===== src/rtl/multicycle_controller_if.sv =====
// Control bundle between the multicycle controller and the shared
// datapath / unified memory port.
interface multicycle_controller_if;
    logic [6:0] op;
    logic       Zero;
    logic       MemReady;
    logic       PCWrite;
    logic       AdrSrc;
    logic       MemWrite;
    logic       IRWrite;
    logic [1:0] ResultSrc;
    logic [1:0] ALUSrcA;
    logic [1:0] ALUSrcB;
    logic [1:0] ALUOp;
    logic [1:0] ImmSrc;
    logic       RegWrite;
    logic       IllegalInstr;
    logic [3:0] State;

    modport master (
        input  op, Zero, MemReady,
        output PCWrite, AdrSrc, MemWrite, IRWrite, ResultSrc,
        output ALUSrcA, ALUSrcB, ALUOp, ImmSrc, RegWrite,
        output IllegalInstr, State
    );

    modport slave (
        output op, Zero, MemReady,
        input  PCWrite, AdrSrc, MemWrite, IRWrite, ResultSrc,
        input  ALUSrcA, ALUSrcB, ALUOp, ImmSrc, RegWrite,
        input  IllegalInstr, State
    );
endinterface


===== src/rtl/multicycle_controller.sv =====
// RV32I multicycle control FSM: sequences fetch/decode/execute/memory/
// writeback over a shared datapath with a ready-handshaked memory port.
module multicycle_controller #(
    parameter bit WAIT_MEM = 1'b1
) (
    input logic                    clk,
    input logic                    reset,
    multicycle_controller_if.master bus
);
    typedef enum logic [3:0] {
        FETCH    = 4'd0,
        DECODE   = 4'd1,
        MEMADR   = 4'd2,
        MEMREAD  = 4'd3,
        MEMWB    = 4'd4,
        MEMWRITE = 4'd5,
        EXECUTER = 4'd6,
        EXECUTEI = 4'd7,
        ALUWB    = 4'd8,
        BEQ      = 4'd9,
        JAL      = 4'd10,
        TRAP     = 4'd11
    } state_t;

    localparam logic [6:0] OP_LW   = 7'b0000011;
    localparam logic [6:0] OP_SW   = 7'b0100011;
    localparam logic [6:0] OP_R    = 7'b0110011;
    localparam logic [6:0] OP_I    = 7'b0010011;
    localparam logic [6:0] OP_BEQ  = 7'b1100011;
    localparam logic [6:0] OP_JAL  = 7'b1101111;

    state_t state_q, state_d;
    logic   mem_ready;
    logic   pc_update;
    logic   branch;

    assign mem_ready = WAIT_MEM ? bus.MemReady : 1'b1;

    always_ff @(posedge clk) begin
        if (reset) state_q <= FETCH;
        else       state_q <= state_d;
    end

    always_comb begin
        case (bus.op)
            OP_LW, OP_I: bus.ImmSrc = 2'b00;
            OP_SW:       bus.ImmSrc = 2'b01;
            OP_BEQ:      bus.ImmSrc = 2'b10;
            OP_JAL:      bus.ImmSrc = 2'b11;
            default:     bus.ImmSrc = 2'b00;
        endcase
    end

    always_comb begin
        state_d          = state_q;
        pc_update        = 1'b0;
        branch           = 1'b0;
        bus.AdrSrc       = 1'b0;
        bus.MemWrite     = 1'b0;
        bus.IRWrite      = 1'b0;
        bus.ResultSrc    = 2'b00;
        bus.ALUSrcA      = 2'b00;
        bus.ALUSrcB      = 2'b00;
        bus.ALUOp        = 2'b00;
        bus.RegWrite     = 1'b0;
        bus.IllegalInstr = 1'b0;
        case (state_q)
            FETCH: begin
                bus.ALUSrcB   = 2'b10;
                bus.ResultSrc = 2'b10;
                bus.IRWrite   = mem_ready;
                pc_update     = mem_ready;
                if (mem_ready) state_d = DECODE;
            end
            DECODE: begin
                // Branch target PC+imm is parked in ALUOut here.
                bus.ALUSrcA = 2'b01;
                bus.ALUSrcB = 2'b01;
                case (bus.op)
                    OP_LW, OP_SW: state_d = MEMADR;
                    OP_R:         state_d = EXECUTER;
                    OP_I:         state_d = EXECUTEI;
                    OP_BEQ:       state_d = BEQ;
                    OP_JAL:       state_d = JAL;
                    default:      state_d = TRAP;
                endcase
            end
            MEMADR: begin
                bus.ALUSrcA = 2'b10;
                bus.ALUSrcB = 2'b01;
                state_d     = (bus.op == OP_LW) ? MEMREAD : MEMWRITE;
            end
            MEMREAD: begin
                bus.AdrSrc = 1'b1;
                if (mem_ready) state_d = MEMWB;
            end
            MEMWB: begin
                bus.ResultSrc = 2'b01;
                bus.RegWrite  = 1'b1;
                state_d       = FETCH;
            end
            MEMWRITE: begin
                bus.AdrSrc   = 1'b1;
                bus.MemWrite = 1'b1;
                if (mem_ready) state_d = FETCH;
            end
            EXECUTER: begin
                bus.ALUSrcA = 2'b10;
                bus.ALUOp   = 2'b10;
                state_d     = ALUWB;
            end
            EXECUTEI: begin
                bus.ALUSrcA = 2'b10;
                bus.ALUSrcB = 2'b01;
                bus.ALUOp   = 2'b10;
                state_d     = ALUWB;
            end
            ALUWB: begin
                bus.RegWrite = 1'b1;
                state_d      = FETCH;
            end
            BEQ: begin
                bus.ALUSrcA = 2'b10;
                bus.ALUOp   = 2'b01;
                branch      = 1'b1;
                state_d     = FETCH;
            end
            JAL: begin
                // PC <- target while OldPC+4 heads to rd via ALUWB.
                bus.ALUSrcA = 2'b01;
                bus.ALUSrcB = 2'b10;
                pc_update   = 1'b1;
                state_d     = ALUWB;
            end
            TRAP: begin
                bus.IllegalInstr = 1'b1;
            end
            default: state_d = FETCH;
        endcase
    end

    assign bus.PCWrite = pc_update | (branch & bus.Zero);
    assign bus.State   = state_q;
endmodule

===== src/flat_wrapper.sv =====
// flat-port wrapper written by rule: the top's interface ports become plain ports
module multicycle_controller_flat 
#(
    parameter bit WAIT_MEM = 1'b1
)
  (clk, reset, bus_op, bus_Zero, bus_MemReady, bus_PCWrite, bus_AdrSrc, bus_MemWrite, bus_IRWrite, bus_ResultSrc, bus_ALUSrcA, bus_ALUSrcB, bus_ALUOp, bus_ImmSrc, bus_RegWrite, bus_IllegalInstr, bus_State);
  multicycle_controller_if bus_i ();
  input logic clk;
  input logic reset;
  input wire logic [$bits(bus_i.op)-1:0] bus_op;
  input wire logic [$bits(bus_i.Zero)-1:0] bus_Zero;
  input wire logic [$bits(bus_i.MemReady)-1:0] bus_MemReady;
  output wire logic [$bits(bus_i.PCWrite)-1:0] bus_PCWrite;
  output wire logic [$bits(bus_i.AdrSrc)-1:0] bus_AdrSrc;
  output wire logic [$bits(bus_i.MemWrite)-1:0] bus_MemWrite;
  output wire logic [$bits(bus_i.IRWrite)-1:0] bus_IRWrite;
  output wire logic [$bits(bus_i.ResultSrc)-1:0] bus_ResultSrc;
  output wire logic [$bits(bus_i.ALUSrcA)-1:0] bus_ALUSrcA;
  output wire logic [$bits(bus_i.ALUSrcB)-1:0] bus_ALUSrcB;
  output wire logic [$bits(bus_i.ALUOp)-1:0] bus_ALUOp;
  output wire logic [$bits(bus_i.ImmSrc)-1:0] bus_ImmSrc;
  output wire logic [$bits(bus_i.RegWrite)-1:0] bus_RegWrite;
  output wire logic [$bits(bus_i.IllegalInstr)-1:0] bus_IllegalInstr;
  output wire logic [$bits(bus_i.State)-1:0] bus_State;
  assign bus_i.op = bus_op;
  assign bus_i.Zero = bus_Zero;
  assign bus_i.MemReady = bus_MemReady;
  assign bus_PCWrite = bus_i.PCWrite;
  assign bus_AdrSrc = bus_i.AdrSrc;
  assign bus_MemWrite = bus_i.MemWrite;
  assign bus_IRWrite = bus_i.IRWrite;
  assign bus_ResultSrc = bus_i.ResultSrc;
  assign bus_ALUSrcA = bus_i.ALUSrcA;
  assign bus_ALUSrcB = bus_i.ALUSrcB;
  assign bus_ALUOp = bus_i.ALUOp;
  assign bus_ImmSrc = bus_i.ImmSrc;
  assign bus_RegWrite = bus_i.RegWrite;
  assign bus_IllegalInstr = bus_i.IllegalInstr;
  assign bus_State = bus_i.State;
  multicycle_controller #(.WAIT_MEM(WAIT_MEM)) u_core (.clk(clk), .reset(reset), .bus(bus_i));
endmodule

===== config.mk =====
export PLATFORM = sky130hd
export DESIGN_NAME = multicycle_controller_flat
export DESIGN_NICKNAME = d
export VERILOG_FILES = /design/src/rtl/multicycle_controller_if.sv /design/src/rtl/multicycle_controller.sv /design/src/flat_wrapper.sv
export SDC_FILE = /design/constraint.sdc
export NUM_CORES = 1
export LEC_CHECK = 0
export BUFFER_PORTS_ARGS = -buffer_cell sky130_fd_sc_hd__buf_4
export CAP_MARGIN = 10
export CELL_PAD_IN_SITES_DETAIL_PLACEMENT = 1
export CELL_PAD_IN_SITES_GLOBAL_PLACEMENT = 2
export CORE_MARGIN = 2
export CORE_UTILIZATION = 24
export CTS_BUF_LIST = sky130_fd_sc_hd__clkbuf_4
export DETAILED_ROUTE_END_ITERATION = 6
export GPL_TIMING_DRIVEN = 0
export HOLD_SLACK_MARGIN = 0.1
export PLACE_DENSITY_LB_ADDON = 0.1
export RECOVER_POWER = 25
export SLEW_MARGIN = 20
export SYNTH_ARGS = -nofsm -noshare
export SYNTH_HDL_FRONTEND = slang
export SYNTH_SLANG_ARGS = --single-unit

===== constraint.sdc =====
create_clock -name clk -period 2.95 [get_ports clk]
set_input_delay 0.885 -clock clk [delete_from_list [all_inputs] [get_ports clk]]
set_output_delay 0.885 -clock clk [all_outputs]
set_load 0.005 [all_outputs]

==> impl_metrics.tcl <==
set metrics [dict create \
    endpoint_kind "output pin" \
    clock_power_share 0.124 \
    status "completed" \
    seq_power_share 0.158 \
    yosys.area.top_type_share 0.1481 \
    drive_gt1_frac 0.4037 \
    synthFlopType "dfxtp_1" \
    final_core_util 0.3754 \
    die_h_um 51.46 \
    fin_crit_sh 0.8849 \
    synth_edf_count 0 \
    rsz0062_at_grt "no" \
    totalWireLength_um 1792 \
    antenna_found_initial 0 \
    setup_viol 0 \
    fin_cells 137 \
    tightest_slew_ps 322.2 \
    grtUsageTotal 0.1538 \
    gp_congestion 0.7685 \
    cp_slowest_cell "and3_1" \
    synthesis.area_sq_um 540.5 \
    post-cts-setup-buffers 0 \
    combPwrFrac 0.719 \
    root_buffer "clkbuf_4" \
    slew-limit-headroom 0.7849 \
    min_period_ps 2610 \
    ioPinCount 31 \
    synthArstFlopShare 0 \
    drv_slew 0 \
    initial_core_util 0.2491 \
    avgViaCountPerCell 4.993 \
    syn_to_final_growth_pct 50.69 \
    dieArea_sq_mm 0.002648 \
    hold_buffers 0 \
    vias 684 \
    synth_cell_types 36 \
    yosysSeqAreaShare 0.1481 \
    syn_area_per_cell_sq_um 7.112 \
    ctsResizeCount 0 \
    antenna_cells 0 \
    core_sq_mm 0.002170 \
    drt-pass1-iter-count 3 \
    cts_max_path_buffers 2 \
    switching_share 0.4300 \
    ant_nets 0 \
    worstPathCellList "buf_4 -> nor3_1 -> and3_1 -> a2bb2o_1 -> buf_4" \
    detail_route.wl_per_cell_um 13.08 \
    yosys.area.top_type "dfxtp_1" \
    synth-seq-cells 4 \
    yosysMostFrequentCell "nor2_1" \
    cts_tree "built" \
    arrival_ps 1730 \
    power_per_cell_area_mw_per_mm2 752.5 \
    synthTopCellsByCount "nor2_1, nor2b_1, nand2_1, a21oi_1, dfxtp_1" \
    fin_tns_setup_ps 0 \
    portBuffers 30 \
    h-tree-depth 1 \
    rows 17 \
    synthCells 76 \
    grt_max_degree 11 \
    ir_drop_uv 397.1 \
    path_clk_slew_ps 40 \
    skew_ps 1.926 \
    crit_fanout 4 \
    hold_viol 0 \
    ys_top_cells_by_area "dfxtp_1, nor2_1, nor2b_1" \
    syn-num-nets 87 \
    fin_nets 122 \
    place_inst 134 \
    grt_pass1_vias 667 \
    hpwl_um 1363 \
    p_leak_uw 0.0003770 \
    grt-ovfl-total 0 \
    clk_latency_ps 250 \
    critPathRequiredTime_ps 2070 \
    fmax_mhz 383.1 \
    hold_class "reg2reg" \
    drc 0 \
    ys_warn_count 0 \
    crit_top_cell "buf_4" \
    cts_made_buffers 3 \
    critical_path.max_stage_delay_ps 260 \
    worstSetupPathType "in2out" \
    p_int_uw 349.3 \
    largest_reg_flops 4 \
    switchingPower_uw 263.6 \
    clock-sinks 4 \
    max-cap-violations 0 \
    grt_pass1_wl_um 3015 \
    drt-initial-drc-count 1 \
    critPathLaunchType "input port" \
    chipWidth_um 51.46 \
]
[critical path, delay by kind of cell]
family | cells | cell delay [ps]
AND/OR/NAND/NOR | 2 | 470
AO/OA/AOI/OAI | 1 | 150
buffers and inverters | 2 | 220
[cells in the final DEF, fill, tap and decap left out, types with 2 or more instances in the layout]
cell and count:
buf_4 28, o22ai_1 2, o22ai_2 2, a211oi_1 2, buf_6 2, o21ai_0 2, nor3_1 3, a21oi_1 4
nand2_1 6, nand2b_1 2, clkbuf_4 5, nor2b_1 7, dfxtp_1 4, a21o_1 2, nor2_1 14, nand4_1 2
[per-stage QoR]
stage          hold WS, ps  power (uW)  setup slack [ps]  cell area [sq um]
2_1_floorplan        642.9       352.4             633.9              540.5
3_3_place_gp         700.2       543.3             334.1              800.8
3_5_place_dp         728.4       545.8             339.5              800.8
4_1_cts              719.6       622.1             336.9              823.3
5_1_grt              776.6       675.0             211.4              814.5
6_report             708.9       612.9             339.7              814.5
[power by group through the flow]
| stage | sequential (uW) | combinational [uW] | clock, uW |
|---|---|---|---|
| floorplan | 93.2 | 259 | 0 |
| detailed placement | 98.2 | 448 | 0 |
| finish | 96.6 | 440 | 75.9 |
| CTS | 97.0 | 450 | 75.4 |
| global route | 101 | 492 | 81.9 |
| global placement | 97.5 | 446 | 0 |
[worst paths after layout]
path | startpoint | to | slack [ps] | depth (start not counted)
setup reg to reg | u_core.bus.State[0] | u_core.bus.State[1] | 1720 | 3
hold / removal | u_core.bus.State[1] | u_core.bus.State[0] | 710 | 3
setup / recovery | bus_op[2] | bus_ImmSrc[0] | 340 | 5
hold reg to reg | u_core.bus.State[1] | u_core.bus.State[0] | 710 | 3
[metal layers]
| layer | share of wire | track usage | vias up |
|---|---|---|---|
| met5 | 0 | 0 | - |
| met4 | 0.013 | 0.05263 | 0 |
| met3 | 0.065 | 0.04678 | 5 |
| met2 | 0.44 | 0.2372 | 21 |
| met1 | 0.48 | 0.2018 | 314 |
| li1 | - | - | 344 |
[layout make-up]
| type | instances | area, sq um |
|---|---|---|
| Sequential cell | 4 | 80.08 |
| Buffer | 4 | 35.03 |
| Tap cell | 28 | 35.03 |
| Inverter | 1 | 3.754 |
| Timing Repair Buffer | 30 | 221.5 |
| Fill cell | 298 | 1355 |
| Clock buffer | 3 | 22.52 |
| Multi-Input combinational cell | 67 | 416.7 |
[logic make-up after synthesis]
family,after synthesis,share of synthesized area
DFF,4,0.1482
muxes,1,0.01852
xor gates and xnor gates,1,0.01621
AOI/OAI and AO/OA,21,0.3009
and+or+nand+nor,44,0.4445
buffers and inverters,5,0.07175
Power figures use the tool's default switching activity.
